[src/rtl/voice_alloc_pkg.sv]
// Shared types and constants for the polyphonic voice allocator.
package voice_alloc_pkg;

    localparam int unsigned NoteBw            = 8;
    localparam int unsigned VoiceNumDefault   = 4;
    localparam int unsigned VoiceAgeBwDefault = 4;

    // Allocator FSM: accept an event, scan every voice, then apply the decision.
    typedef enum logic [1:0] {
        StIdle   = 2'd0,
        StScan   = 2'd1,
        StCommit = 2'd2
    } va_state_e;

    // MIDI note numbers are 7-bit; a set MSB marks an event to be discarded.
    function automatic logic note_is_valid(input logic [NoteBw-1:0] note);
        return ~note[NoteBw-1];
    endfunction

endpackage

[src/rtl/voice_slot.sv]
// One oscillator voice: active flag, current note and saturating age counter.
module voice_slot
    import voice_alloc_pkg::*;
#(
    parameter int unsigned AGE_BW = VoiceAgeBwDefault
) (
    input  logic              clk_i,
    input  logic              nrst_i,
    input  logic              load_i,     // start playing note_i
    input  logic [NoteBw-1:0] note_i,
    input  logic              release_i,  // stop playing, keep the note value
    input  logic              touch_i,    // clear age only
    input  logic              age_inc_i,  // age by one if active
    input  logic              clear_i,    // panic release
    output logic              active_o,
    output logic [NoteBw-1:0] note_o,
    output logic [AGE_BW-1:0] age_o
);

    localparam logic [AGE_BW-1:0] AgeMax = '1;

    logic              active_q, active_d;
    logic [NoteBw-1:0] note_q, note_d;
    logic [AGE_BW-1:0] age_q, age_d;

    // Next-state: panic clear wins, then load, release, touch, ageing.
    always_comb begin
        active_d = active_q;
        note_d   = note_q;
        age_d    = age_q;
        if (clear_i) begin
            active_d = 1'b0;
            age_d    = '0;
        end else if (load_i) begin
            active_d = 1'b1;
            note_d   = note_i;
            age_d    = '0;
        end else if (release_i) begin
            active_d = 1'b0;
            age_d    = '0;
        end else if (touch_i) begin
            age_d = '0;
        end else if (age_inc_i && active_q && (age_q != AgeMax)) begin
            age_d = age_q + 1'b1;
        end
    end

    // Voice state registers.
    always_ff @(posedge clk_i or negedge nrst_i) begin
        if (!nrst_i) begin
            active_q <= 1'b0;
            note_q   <= '0;
            age_q    <= '0;
        end else begin
            active_q <= active_d;
            note_q   <= note_d;
            age_q    <= age_d;
        end
    end

    assign active_o = active_q;
    assign note_o   = note_q;
    assign age_o    = age_q;

endmodule

[src/rtl/voice_alloc.sv]
// Polyphonic voice allocator: accepts note events, scans voices one per cycle, then
// retriggers, allocates a free voice or steals the oldest one.
module voice_alloc
    import voice_alloc_pkg::*;
#(
    parameter int unsigned NUM_VOICES = VoiceNumDefault,
    parameter int unsigned AGE_BW     = VoiceAgeBwDefault
) (
    input  logic                       clk_i,
    input  logic                       nrst_i,
    input  logic                       evValid_i,
    output logic                       evReady_o,
    input  logic                       evNoteOn_i,
    input  logic [NoteBw-1:0]          evNote_i,
    input  logic                       allOff_i,
    output logic [NUM_VOICES-1:0]      voiceEnable_o,
    output logic [NoteBw*NUM_VOICES-1:0] voiceNote_o,
    output logic                       stolen_o
);

    localparam int unsigned         IdxBw   = (NUM_VOICES > 1) ? $clog2(NUM_VOICES) : 1;
    localparam logic [IdxBw-1:0]    LastIdx = IdxBw'(NUM_VOICES - 1);

    va_state_e         state_q, state_d;
    logic [IdxBw-1:0]  idx_q, idx_d;
    logic              ev_on_q, ev_on_d;
    logic [NoteBw-1:0] ev_note_q, ev_note_d;
    logic              match_found_q, match_found_d;
    logic [IdxBw-1:0]  match_idx_q, match_idx_d;
    logic              free_found_q, free_found_d;
    logic [IdxBw-1:0]  free_idx_q, free_idx_d;
    logic              old_found_q, old_found_d;
    logic [IdxBw-1:0]  old_idx_q, old_idx_d;
    logic [AGE_BW-1:0] old_age_q, old_age_d;
    logic              stolen_q, stolen_d;

    logic [NUM_VOICES-1:0] slot_active;
    logic [NoteBw-1:0]     slot_note [NUM_VOICES];
    logic [AGE_BW-1:0]     slot_age  [NUM_VOICES];

    logic [NUM_VOICES-1:0] slot_load, slot_release, slot_touch, slot_age_inc;
    logic                  slot_clear;

    logic              cur_active;
    logic [NoteBw-1:0] cur_note;
    logic [AGE_BW-1:0] cur_age;
    logic [IdxBw-1:0]  target;

    for (genvar g = 0; g < NUM_VOICES; g++) begin : g_slot
        voice_slot #(
            .AGE_BW(AGE_BW)
        ) u_slot (
            .clk_i    (clk_i),
            .nrst_i   (nrst_i),
            .load_i   (slot_load[g]),
            .note_i   (ev_note_q),
            .release_i(slot_release[g]),
            .touch_i  (slot_touch[g]),
            .age_inc_i(slot_age_inc[g]),
            .clear_i  (slot_clear),
            .active_o (slot_active[g]),
            .note_o   (slot_note[g]),
            .age_o    (slot_age[g])
        );
        assign voiceNote_o[g*NoteBw +: NoteBw] = slot_note[g];
    end

    // Select the voice currently under examination by the scan.
    always_comb begin
        cur_active = 1'b0;
        cur_note   = '0;
        cur_age    = '0;
        for (int k = 0; k < NUM_VOICES; k++) begin
            if (IdxBw'(k) == idx_q) begin
                cur_active = slot_active[k];
                cur_note   = slot_note[k];
                cur_age    = slot_age[k];
            end
        end
    end

    // FSM next-state, candidate tracking and commit decision.
    always_comb begin
        state_d       = state_q;
        idx_d         = idx_q;
        ev_on_d       = ev_on_q;
        ev_note_d     = ev_note_q;
        match_found_d = match_found_q;
        match_idx_d   = match_idx_q;
        free_found_d  = free_found_q;
        free_idx_d    = free_idx_q;
        old_found_d   = old_found_q;
        old_idx_d     = old_idx_q;
        old_age_d     = old_age_q;
        stolen_d      = 1'b0;
        slot_load     = '0;
        slot_release  = '0;
        slot_touch    = '0;
        slot_age_inc  = '0;
        slot_clear    = 1'b0;
        target        = free_found_q ? free_idx_q : old_idx_q;

        unique case (state_q)
            StIdle: begin
                if (evValid_i) begin
                    ev_on_d       = evNoteOn_i;
                    ev_note_d     = evNote_i;
                    idx_d         = '0;
                    match_found_d = 1'b0;
                    free_found_d  = 1'b0;
                    old_found_d   = 1'b0;
                    match_idx_d   = '0;
                    free_idx_d    = '0;
                    old_idx_d     = '0;
                    old_age_d     = '0;
                    state_d       = StScan;
                end
            end
            StScan: begin
                if (cur_active && (cur_note == ev_note_q) && !match_found_q) begin
                    match_found_d = 1'b1;
                    match_idx_d   = idx_q;
                end
                if (!cur_active && !free_found_q) begin
                    free_found_d = 1'b1;
                    free_idx_d   = idx_q;
                end
                // Strict compare keeps the lowest index on equal ages.
                if (cur_active && (!old_found_q || (cur_age > old_age_q))) begin
                    old_found_d = 1'b1;
                    old_idx_d   = idx_q;
                    old_age_d   = cur_age;
                end
                if (idx_q == LastIdx) begin
                    state_d = StCommit;
                end else begin
                    idx_d = idx_q + 1'b1;
                end
            end
            StCommit: begin
                state_d = StIdle;
                if (note_is_valid(ev_note_q)) begin
                    for (int k = 0; k < NUM_VOICES; k++) begin
                        if (ev_on_q) begin
                            if (match_found_q) begin
                                slot_touch[k] = (IdxBw'(k) == match_idx_q);
                            end else if (IdxBw'(k) == target) begin
                                slot_load[k] = 1'b1;
                            end else begin
                                slot_age_inc[k] = 1'b1;
                            end
                        end else if (match_found_q) begin
                            slot_release[k] = (IdxBw'(k) == match_idx_q);
                        end
                    end
                    stolen_d = ev_on_q && !match_found_q && !free_found_q;
                end
            end
            default: state_d = StIdle;
        endcase

        // Panic overrides everything, including an event handshaking this cycle.
        if (allOff_i) begin
            state_d    = StIdle;
            stolen_d   = 1'b0;
            slot_clear = 1'b1;
        end
    end

    // Allocator state registers.
    always_ff @(posedge clk_i or negedge nrst_i) begin
        if (!nrst_i) begin
            state_q       <= StIdle;
            idx_q         <= '0;
            ev_on_q       <= 1'b0;
            ev_note_q     <= '0;
            match_found_q <= 1'b0;
            match_idx_q   <= '0;
            free_found_q  <= 1'b0;
            free_idx_q    <= '0;
            old_found_q   <= 1'b0;
            old_idx_q     <= '0;
            old_age_q     <= '0;
            stolen_q      <= 1'b0;
        end else begin
            state_q       <= state_d;
            idx_q         <= idx_d;
            ev_on_q       <= ev_on_d;
            ev_note_q     <= ev_note_d;
            match_found_q <= match_found_d;
            match_idx_q   <= match_idx_d;
            free_found_q  <= free_found_d;
            free_idx_q    <= free_idx_d;
            old_found_q   <= old_found_d;
            old_idx_q     <= old_idx_d;
            old_age_q     <= old_age_d;
            stolen_q      <= stolen_d;
        end
    end

    assign evReady_o     = (state_q == StIdle);
    assign voiceEnable_o = slot_active;
    assign stolen_o      = stolen_q;

endmodule

[config.mk]
export PLATFORM = sky130hd
export DESIGN_NAME = voice_alloc
export DESIGN_NICKNAME = d
export VERILOG_FILES = /design/src/rtl/voice_alloc_pkg.sv /design/src/rtl/voice_slot.sv /design/src/rtl/voice_alloc.sv
export SDC_FILE = /design/constraint.sdc
export NUM_CORES = 1
export LEC_CHECK = 0
export ABC_AREA = 1
export BUFFER_PORTS_ARGS = -buffer_cell sky130_fd_sc_hd__buf_2
export CAP_MARGIN = 20
export CORE_MARGIN = 5
export CORE_UTILIZATION = 63
export DETAILED_ROUTE_END_ITERATION = 10
export PLACE_DENSITY = 0.86
export SYNTH_ARGS = -nofsm -noshare
export SYNTH_HDL_FRONTEND = slang
export SYNTH_SLANG_ARGS = --single-unit
export TNS_END_PERCENT = 100
[constraint.sdc]
create_clock -name clk_i -period 5.7 [get_ports clk_i]
set_input_delay 0 -clock clk_i [delete_from_list [all_inputs] [get_ports clk_i]]
set_output_delay 0 -clock clk_i [all_outputs]
set_load 0.02 [all_outputs]
==> results of run 1 <==
==> area by class of cell <==
type	instances	area (µm²)
Sequential cell	79	1980
Multi-Input combinational cell	356	1820
Fill cell	476	1730
Timing Repair Buffer	61	363
Inverter	63	239
Clock buffer	12	135
Tap cell	77	96.3
Clock inverter	4	31.3
==> registers in the layout, indices dropped and copies added, names as in the netlist <==
name                    flops
g_slot.u_slot.note_o       32
free_idx_q                  2
match_idx_q                 2
old_idx_q                   2
old_age_q                   4
old_found_q                 1
g_slot.u_slot.active_o      4
match_found_q               1
free_found_q                1
ev_note_q                   8
ev_on_q                     1
idx_q                       2
stolen_o                    1
state_q                     2
g_slot.u_slot.age_o        16
==> cell usage in the layout (no fill, tap or decap), drive strengths merged <==
master	Yosys	final
a211oi	1	1
nor2	37	37
nor4	1	1
nand4	7	7
ha	12	12
inv	62	63
clkbuf	3	12
o221ai	2	2
o21ai	62	62
mux2	2	2
clkinv	1	1
xor2	2	2
a22oi	3	3
clkinvlp	0	3
buf	16	50
o22ai	3	3
dlygate4sd3	0	11
dfrtp	79	79
or2	6	6
nor3	5	5
a21oi	27	27
nand3	34	34
nand2	146	146
o31ai	1	1
o211ai	5	5
==> worst min path at each step <==
stage                            from                          to  slack (ns)  cells after the start
after global placement         nrst_i  g_slot[1].u_slot.note_o[2]        0.20                      1
after global routing        evValid_i                 old_found_q        0.15                      4
final                       evValid_i                 old_found_q        0.10                      4
after CTS                   evValid_i                 old_found_q         0.1                      4
after detailed placement  evNote_i[6]                ev_note_q[6]        0.21                      3
after floorplan                nrst_i                ev_note_q[0]       -0.30                      0
==> power groups by stage <==
stage               clock, W  combinational, W  sequential, W
global placement           0          0.000231       0.000607
detailed placement         0          0.000242       0.000608
finish              0.000370          0.000255       0.000598
global route        0.000402          0.000290       0.000599
CTS                 0.000371          0.000250       0.000597
floorplan                  0          0.000185       0.000607
==> tightest hold or removal path: stages <==
cell and delay [ns]:
buf_2 0.08, nand2_1 0.20, nand2_1 0.12, nand2_1 0.04
==> stage by stage <==
stage | total power (W) | setup WS (ns) | hold slack, ns | area (µm²)
floorplan | 0.000792 | 3.26 | -0.296 | 4160
global placement | 0.000838 | 2.76 | 0.204 | 4380
detailed placement | 0.000851 | 2.59 | 0.212 | 4380
CTS | 0.00122 | 2.57 | 0.0958 | 4660
global route | 0.00129 | 2.14 | 0.149 | 4660
finish | 0.00122 | 2.55 | 0.105 | 4660
==> cell families after synthesis <==
| logic type | Yosys count |
|---|---|
| muxes | 2 |
| adders and majority gates | 12 |
| buffers and inverters | 82 |
| xor gates and xnor gates | 2 |
| AOI/OAI and AO/OA | 104 |
| and+or+nand+nor | 236 |
| DFF | 79 |
==> repair_timing <==
item / 4_1_cts / 5_1_grt
hold buffers: 11 / 0
resized for setup: 0 / 0
endpoints found under the hold margin: 90 / 0
==> per-layer routing <==
metal / vias to the layer above / wire [µm]
li1: 1786 / -
met1: 1773 / 4450
met2: 191 / 4810
met3: 26 / 883
met4: 0 / 232
met5: - / 0
==> results.py, run 1 <==
metrics = {
    "grt": {
        "busiest_layer": "met2",
        "grtUsageMet1_pct": 36.7,
        "grt.met3_usage_pct": 4.63,
        "gr-total-overflow": 0,
        "grtUsageTotal_pct": 25.9,
        "grt_max_degree": 80,
        "gr-usage-met2_pct": 39.7,
        "grt_pass1_wl_um": 17500,
        "grt_pass1_vias": 3583,
        "grt_antenna_before_repair": 0,
    },
    "die": {
        "die_w_um": 91.3,
        "die_y_um": 91.3,
        "dieArea_um2": 8330,
        "io_pins": 51,
        "core-area_um2": 6390,
        "initial_core_util_pct": 65.1,
        "rows": 29,
    },
    "synth": {
        "ys_seq_area_share_pct": 47.5,
        "muxShareOfSynthArea_pct": 0.541,
        "synth_cells": 517,
        "synth_nets": 542,
        "synth_top_flop_cell": "dfrtp_1",
        "synth_top_area_share_pct": 47.5,
        "avgSynthCellArea_um2": 8.05,
        "synth_cell_types": 36,
        "synth-simple-area-share_pct": 25.0,
        "synthTopCellsByCount": "nand2_1 (139), dfrtp_1 (79), inv_1 (60)",
        "synth-edff-count": 0,
        "yosysWarnings": 0,
        "synth_compound_area_share_pct": 14.1,
        "synth_top_family_by_area": "simple AND/OR/NAND/NOR gates",
        "async_reset_ff_share_pct": 100,
        "synth_adder_area_share_pct": 3.61,
        "ys_ff_latch": 79,
        "synth_largest_area_cell": "dfrtp_1",
        "synth_area_leaders": "dfrtp_1 (48%), nand2_1 (13%), inv_1 (5.4%)",
        "synthXorXnorAreaFrac_pct": 0.421,
        "synthesis.area_um2": 4160,
        "synthMostInstantiatedCell": "nand2_1",
    },
    "critical_path": {
        "cp.required_ns": 5.99,
        "startpoint_type": "flop",
        "cp_top_family": "simple AND/OR/NAND/NOR gates",
        "setup.worst_path.start": "idx_q[0]",
        "reg2reg_to": "old_idx_q[0]",
        "cp_max_fo": 16,
        "path_common_cell": "nand2_1",
        "cp_slowest_cell": "ha_1",
        "slowest_delay_ns": 0.48,
        "r2r-start": "idx_q[0]",
        "r2r_slack_ns": 2.55,
        "crit_chain": "inv_1, ha_1, inv_1, nor2_1, nor2_1, a22oi_1, inv_1, ha_1, nand2_1, o21ai_0, o21ai_0, nand2_1, nand3_2, nand2_1, nand2_1, nand2_1",
        "cp.buffers_inverters": 3,
        "path_class": "reg2reg",
        "reg2regPathDepth": 16,
        "crit_path_end_kind": "flop",
        "arrival_ns": 3.44,
        "cp.depth": 16,
        "crit_end": "old_idx_q[0]",
    },
    "timing": {
        "final.period_utilization_pct": 55.3,
        "tightest_slew_ns": 0.962,
        "fin_crit_ns": 3.15,
        "finalSetupViolations": 0,
        "slew_headroom_pct": 35.9,
        "fmax_ghz": 0.317,
        "skew_ns": 0.0147,
        "tns_ns": 0,
        "maxSlewViolCount": 0,
        "rsz0062_at_grt": "false",
        "hold_viol": 0,
    },
    "cts": {
        "cts.clk_slew.worst_paths_ns": 0.09,
        "clockBufferDepth": 2,
        "ctsRootBufferMaster": "clkbuf_8",
        "insertion_delay_ns": 0.36,
        "cts_tree": "done",
        "cts_sinks": 79,
        "numCtsBuffers": 9,
        "cts_max_level": 3,
        "post_cts_buffers": 0,
    },
    "power": {
        "intPower_w": 0.000819,
        "leakagePower_nw": 2.39,
        "comb_power_share_pct": 20.9,
        "p_seq_share_pct": 48.9,
        "vdd_drop_max_uv": 210,
        "p_switching_w": 0.000404,
        "swShare_pct": 33.0,
        "clkPwrFrac_pct": 30.3,
        "p_per_area_nw_per_um2": 262,
    },
    "cells_and_area": {
        "final_util_pct": 72.9,
        "syn2layout_area_growth_pct": 12.0,
        "instances_no_fill": 652,
        "drive_gt1_share_pct": 17.0,
        "nets": 595,
        "diodes": 0,
    },
    "place": {
        "place_inst": 625,
        "place.port_buffers": 50,
        "dpl.hpwl_um": 7450,
        "place_congestion": 0.881,
    },
    "detailed_routing": {
        "wl_per_cell_um": 15.9,
        "drc": 0,
        "routed_wl_um": 10400,
        "first_pass_iters": 7,
        "drt_iter0_drc": 308,
        "vias": 3776,
        "viasPerCell": 5.79,
        "postRouteAntennaNets": 0,
    },
    "flow_run": {
        "maxCapViolCount": 0,
    },
    "min_path": {
        "hold_class": "in2reg",
    },
    "outcome": {
        "status": "finished, final reports clean",
    },
}
No activity file was read; power rests on OpenSTA's default activity.
==> run 2, diff against run 1 <==
--- a/config.mk
+++ b/config.mk
@@ -9,9 +9,9 @@
 export BUFFER_PORTS_ARGS = -buffer_cell sky130_fd_sc_hd__buf_2
 export CAP_MARGIN = 20
 export CORE_MARGIN = 5
-export CORE_UTILIZATION = 63
+export CORE_UTILIZATION = 58
 export DETAILED_ROUTE_END_ITERATION = 10
-export PLACE_DENSITY = 0.86
+export PLACE_DENSITY = 0.8
 export SYNTH_ARGS = -nofsm -noshare
 export SYNTH_HDL_FRONTEND = slang
 export SYNTH_SLANG_ARGS = --single-unit
==> constraint.sdc (replaced) <==
create_clock -name clk_i -period 3 [get_ports clk_i]
set_input_delay 0 -clock clk_i [delete_from_list [all_inputs] [get_ports clk_i]]
set_output_delay 0 -clock clk_i [all_outputs]
set_load 0.02 [all_outputs]
==> results.py, run 2 (synthesized netlist as in run 1, its figures left out) <==
metrics = {
    "critical_path": {
        "cp.required_ns": 3.25,
        "crit_path_end_kind": "flop",
        "startpoint_type": "flop",
        "path_class": "reg2reg",
        "cp_max_fo": 9,
        "arrival_ns": 2.87,
    },
    "cells_and_area": {
        "drive_gt1_share_pct": 19.1,
        "final_common_cell": "nand2_1",
        "largest_reg_flops": 32,
        "multi_input_area_um2": 1840,
        "seq_area_um2": 1980,
        "final_cell_mix": "nand2_1 (138), dfrtp_1 (79), inv_1 (59), buf_2 (49), nand3_1 (33)",
        "nets": 601,
        "diodes": 0,
        "fillers": 550,
        "syn2layout_area_growth_pct": 15.9,
    },
    "grt": {
        "gr-total-overflow": 0,
        "grt_pass1_wl_um": 17300,
        "grt_antenna_before_repair": 0,
        "grt_pass1_vias": 3470,
        "grt_max_degree": 80,
        "grtUsageTotal_pct": 25.3,
    },
    "timing": {
        "tightest_slew_ns": 0.599,
        "whs_ns": 0.170,
        "maxSlewViolCount": 0,
        "tns_ns": 0,
        "final.period_utilization_pct": 87.4,
        "hold_viol": 0,
        "finalSetupViolations": 0,
        "fmax_ghz": 0.381,
        "slew_headroom_pct": 59.8,
        "rsz0062_at_grt": "false",
        "skew_ns": 0.0146,
        "fin_crit_ns": 2.62,
    },
    "cts": {
        "cts_sinks": 79,
        "clockBufferDepth": 2,
        "cts.clk_slew.worst_paths_ns": 0.08,
        "cts_max_level": 3,
        "cts_tree": "done",
        "numCtsBuffers": 9,
        "ctsRootBufferMaster": "clkbuf_8",
        "insertion_delay_ns": 0.36,
    },
    "die": {
        "core-area_um2": 6870,
        "rows": 30,
        "die_y_um": 94.7,
        "dieArea_um2": 8970,
        "die_w_um": 94.7,
        "initial_core_util_pct": 60.6,
        "io_pins": 51,
    },
    "detailed_routing": {
        "postRouteAntennaNets": 0,
        "routed_wl_um": 10500,
        "vias": 3743,
        "drc": 0,
        "first_pass_iters": 5,
        "viasPerCell": 5.53,
        "wl_per_cell_um": 15.5,
        "drt_iter0_drc": 397,
    },
    "place": {
        "place.port_buffers": 50,
        "dpl.hpwl_um": 7570,
        "place_congestion": 0.906,
    },
    "power": {
        "vdd_drop_max_uv": 406,
        "leakagePower_nw": 2.45,
        "p_per_area_nw_per_um2": 514,
    },
    "min_path": {
        "hold_class": "in2reg",
    },
    "flow_run": {
        "maxCapViolCount": 0,
    },
    "outcome": {
        "status": "finished, final reports clean",
    },
}
run 2: cell count changes in the layout (fill, tap and decap cells not counted), moves of 2 or more:
cell | previous run | this run
ha_1 | 12 | 9
ha_2 | 0 | 2
buf_4 | 1 | 5
clkbuf_1 | 3 | 0
run 2: per-stage QoR:
step	instance area (µm²)	worst slack (ns)	utilization, %	instances	power (W)
after floorplan	4160	0.559	-	517	0.00150
after global placement	4430	0.294	64.5	647	0.00161
after detailed placement	4430	0.209	64.5	647	0.00163
after CTS	4740	0.177	69.1	674	0.00245
after global routing	4820	0.0621	70.2	677	0.00260
final	4820	0.377	70.2	677	0.00248
run 2: final timing paths:
check | startpoint | endpoint | slack (ns) | cells past startpoint
min in group asynchronous | nrst_i | g_slot[1].u_slot.note_o[5] | 0.51 | 3
worst min register to register | g_slot[3].u_slot.note_o[4] | g_slot[3].u_slot.note_o[4] | 0.51 | 2
worst max register to register | idx_q[1] | old_idx_q[1] | 0.38 | 16
max in group asynchronous | nrst_i | match_idx_q[1] | 1.93 | 4
worst min-delay path | evValid_i | old_found_q | 0.17 | 4
worst max-delay path | idx_q[1] | old_idx_q[1] | 0.38 | 16
run 2: routing by layer:
metal,wire [µm],global-route usage (%),vias to the layer above
met5,0,0,-
met4,155,7.45,0
met3,716,4.62,18
met2,4820,39.4,151
met1,4810,36.0,1765
li1,-,-,1809
run 2: worst max-delay path: stages (launching register included):
cell     delay (ns)
dfrtp_1        0.43
inv_1          0.12
ha_1           0.24
buf_4          0.18
a21oi_1        0.11
o21ai_0        0.11
a22oi_1        0.19
inv_1          0.07
ha_1           0.29
a21oi_1        0.17
o21ai_0        0.08
o21ai_0        0.07
nand2_1        0.10
nand3_4        0.12
nand2_2        0.11
nand2_1        0.08
nand2_1        0.05
run 2: repair_timing:
action                                 CTS  global route
setup endpoints to repair                0             6
resized for setup                        0             9
hold buffers                            11             1
endpoints found under the hold margin   90             4
buffers inserted                         0             1
run 2: final cells by class:
| cell class | instances | area share [%] |
|---|---|---|
| inverter | 63 | 5.09 |
| sequential | 79 | 41.0 |
| tap | 96 | 2.49 |
| clock inverter | 6 | 1.40 |
| timing repair buffer | 67 | 8.93 |
| clock buffer | 10 | 2.85 |
| multi-input combinational | 356 | 38.2 |
run 2: report_power, final:
| group | switching (W) | total (W) | internal (W) | leakage, nW |
|---|---|---|---|---|
| sequential | 0.0000302 | 0.00114 | 0.00111 | 1.08 |
| combinational | 0.000354 | 0.000521 | 0.000167 | 1.27 |
| clock | 0.000413 | 0.000823 | 0.000410 | 0.0989 |
| total | 0.000798 | 0.00248 | 0.00168 | 2.45 |
==> run 3, diff against run 2 <==
--- a/config.mk
+++ b/config.mk
@@ -9,10 +9,11 @@
 export BUFFER_PORTS_ARGS = -buffer_cell sky130_fd_sc_hd__buf_2
 export CAP_MARGIN = 20
 export CORE_MARGIN = 5
-export CORE_UTILIZATION = 58
+export CORE_UTILIZATION = 53
 export DETAILED_ROUTE_END_ITERATION = 10
-export PLACE_DENSITY = 0.8
+export PLACE_DENSITY = 0.76
 export SYNTH_ARGS = -nofsm -noshare
 export SYNTH_HDL_FRONTEND = slang
+export SYNTH_HIERARCHICAL = 1
 export SYNTH_SLANG_ARGS = --single-unit
 export TNS_END_PERCENT = 100
==> constraint.sdc (replaced) <==
create_clock -name clk_i -period 2.2 [get_ports clk_i]
set_input_delay 0 -clock clk_i [delete_from_list [all_inputs] [get_ports clk_i]]
set_output_delay 0 -clock clk_i [all_outputs]
set_load 0.01 [all_outputs]
==> results.py, run 3 <==
metrics = {
    "grt": {
        "grt_pass1_wl_um": 19700,
        "grt_pass1_vias": 3982,
        "grt_antenna_before_repair": 0,
        "grtUsageTotal_pct": 23.5,
        "gr-total-overflow": 0,
        "grt_max_degree": 55,
    },
    "critical_path": {
        "crit_path_end_kind": "flop",
        "r2r_slack_ns": -0.19,
        "reg2regPathDepth": 18,
        "cp_slowest_cell": "dfrtp_2",
        "crit_chain": "inv_4, ha_4, inv_2, nor2_4, a22oi_2, nand2_1, o21ai_2, a21oi_2, ha_4, a21oi_2, o21ai_1, o21ai_1, nand2_1, nand2_1, nand2_2, nand3_4, nand2_1, o21ai_1",
        "reg2reg_to": "old_age_q[1]",
        "slowest_delay_ns": 0.46,
        "path_common_cell": "nand2_1",
        "arrival_ns": 2.66,
        "cp_max_fo": 7,
        "cp.required_ns": 2.48,
        "r2r-start": "idx_q[0]",
        "startpoint_type": "flop",
        "path_class": "reg2reg",
    },
    "synth": {
        "synth_top_flop_cell": "dfrtp_1",
        "synth_cells": 609,
        "ys_ff_latch": 79,
        "synth_compound_area_share_pct": 7.53,
        "async_reset_ff_share_pct": 100,
        "synthMostInstantiatedCell": "nand2_1",
        "synthXorXnorAreaFrac_pct": 0,
        "synth-simple-area-share_pct": 38.6,
        "synth_top_area_share_pct": 42.8,
        "synth_adder_area_share_pct": 3.25,
        "synth_top_family_by_area": "simple AND/OR/NAND/NOR gates",
        "ys_seq_area_share_pct": 42.8,
        "synth_largest_area_cell": "dfrtp_1",
        "synth_area_leaders": "dfrtp_1 (43%), nand2_1 (18%), nand3_1 (8.0%)",
        "yosysWarnings": 6,
        "synthesis.area_um2": 4620,
        "synth_cell_types": 33,
        "synth_nets": 634,
        "synth-edff-count": 0,
        "synthTopCellsByCount": "nand2_1 (224), dfrtp_1 (79), nand3_1 (74)",
        "muxShareOfSynthArea_pct": 0,
        "avgSynthCellArea_um2": 7.58,
    },
    "detailed_routing": {
        "routed_wl_um": 11800,
        "vias": 4317,
        "first_pass_iters": 5,
        "drt_iter0_drc": 258,
        "drc": 0,
        "wl_per_cell_um": 14.5,
        "viasPerCell": 5.32,
        "postRouteAntennaNets": 0,
    },
    "power": {
        "clkPwrFrac_pct": 30.7,
        "p_seq_share_pct": 45.3,
        "leakagePower_nw": 2.98,
        "vdd_drop_max_uv": 429,
        "swShare_pct": 32.5,
        "power_w": 0.00354,
        "intPower_w": 0.00239,
        "p_switching_w": 0.00115,
        "p_per_area_nw_per_um2": 640,
        "comb_power_share_pct": 24.0,
    },
    "timing": {
        "finalSetupViolations": 7,
        "final.period_utilization_pct": 108,
        "slew_headroom_pct": 51.5,
        "whs_ns": 0.150,
        "setup_ws_ns": -0.187,
        "hold_viol": 0,
        "fmax_ghz": 0.419,
        "maxSlewViolCount": 0,
        "tightest_slew_ns": 0.727,
        "skew_ns": 0.00861,
        "rsz0062_at_grt": "true",
        "fin_crit_ns": 2.39,
    },
    "cts": {
        "cts_sinks": 79,
        "cts_max_level": 3,
        "cts_tree": "done",
        "cts.clk_slew.worst_paths_ns": 0.08,
        "numCtsBuffers": 9,
        "insertion_delay_ns": 0.35,
        "clockBufferDepth": 2,
        "ctsRootBufferMaster": "clkbuf_8",
    },
    "cells_and_area": {
        "fillers": 739,
        "final_common_cell": "nand2_1",
        "final_cell_mix": "nand2_1 (222), dfrtp_1 (78), nand3_1 (74), buf_2 (49), inv_1 (44)",
        "largest_reg_flops": 32,
        "diodes": 0,
        "instances_no_fill": 811,
        "nets": 723,
        "drive_gt1_share_pct": 23.2,
        "syn2layout_area_growth_pct": 19.9,
    },
    "outcome": {
        "status": "finished, violations left",
        "violations": "negative setup slack",
    },
    "die": {
        "initial_core_util_pct": 53.7,
        "core-area_um2": 8590,
        "die_y_um": 103,
        "dieArea_um2": 10700,
        "io_pins": 51,
        "die_w_um": 103,
        "rows": 34,
    },
    "min_path": {
        "hold_class": "in2reg",
        "hold_end": "stolen_o",
        "min_path_cells": 2,
        "worstHoldStart": "allOff_i",
    },
    "place": {
        "dpl.hpwl_um": 8590,
        "place_inst": 776,
        "place_congestion": 0.930,
        "place.port_buffers": 50,
    },
    "flow_run": {
        "maxCapViolCount": 0,
    },
}
==> run 3: cell types whose count changed after synthesis, moves of 5 or more <==
cell | before | now
inv_1 | 60 | 47
o21ai_2 | 7 | 0
nand4_1 | 6 | 11
buf_6 | 2 | 8
o21ai_0 | 31 | 17
o21ai_1 | 24 | 7
nand2_1 | 139 | 224
buf_4 | 9 | 2
nand3_1 | 33 | 74
inv_2 | 1 | 10
nand3b_1 | 0 | 7
nor2_1 | 29 | 24
==> run 3: critical path, delay by kind of cell, from the launching register on <==
family | cells | cell delay (ns)
and+or+nand+nor | 7 | 0.65
AOI/OAI and AO/OA | 7 | 0.71
adders and majority gates | 2 | 0.37
buffers and inverters | 2 | 0.14
DFF | 1 | 0.46
==> run 3: how the worst max path moves through the flow <==
stage                        end  startpoint
floorplan           old_age_q[2]    idx_q[1]
global placement    old_idx_q[0]    idx_q[0]
detailed placement  old_age_q[2]    idx_q[0]
CTS                 old_idx_q[0]    idx_q[0]
global route        old_age_q[0]    idx_q[0]
finish              old_age_q[1]    idx_q[0]
==> run 3: repair_timing <==
item,4_1_cts,5_1_grt
hold buffers,10,0
endpoints found under the setup margin,7,36
pin swaps,9,6
gates cloned,1,0
setup buffers,4,4
endpoints found under the hold margin,62,0
resized for setup,10,4
==> run 3: cell families (layout without fill, tap and decap cells) <==
kind of cell / after synthesis / after routing
buffers and inverters: 75 / 168
AOI/OAI and AO/OA: 62 / 62
and+or+nand+nor: 381 / 382
DFF: 79 / 79
adders and majority gates: 12 / 12
==> run 3: through the flow <==
stage / setup slack, ns / instance area, µm² / setup TNS, ns / util (%)
after floorplan: -0.0771 / 4680 / -0.510 / -
after global placement: -0.0864 / 5110 / -0.573 / 59.5
after detailed placement: -0.271 / 5110 / -1.80 / 59.5
after CTS: -0.149 / 5480 / -0.966 / 63.8
after global routing: -0.353 / 5540 / -2.42 / 64.4
final: -0.187 / 5540 / -1.21 / 64.4
==> run 3: cell type report <==
cell class / count / area, µm² / share of cell area, %
Sequential cell: 79 / 1980 / 35.7
Multi-Input combinational cell: 456 / 2400 / 43.3
Timing Repair Buffer: 90 / 591 / 10.7
Clock buffer: 10 / 128 / 2.31
Inverter: 62 / 241 / 4.36
Tap cell: 108 / 135 / 2.44
Clock inverter: 6 / 67.6 / 1.22
==> run 3: power by group through the flow <==
stage          sequential, W  clock, W  combinational, W
4_1_cts              0.00160   0.00111          0.000805
6_report             0.00161   0.00109          0.000851
3_5_place_dp         0.00163         0          0.000743
3_3_place_gp         0.00163         0          0.000713
2_1_floorplan        0.00161         0          0.000518
5_1_grt              0.00161   0.00117          0.000956
==> run 3: per-layer routing <==
layer	vias to the layer above	GRT usage, %	routed length (µm)
li1	2150	-	-
met1	2023	34.2	5470
met2	130	36.1	5470
met3	14	3.22	643
met4	0	7.77	170
met5	-	0	0
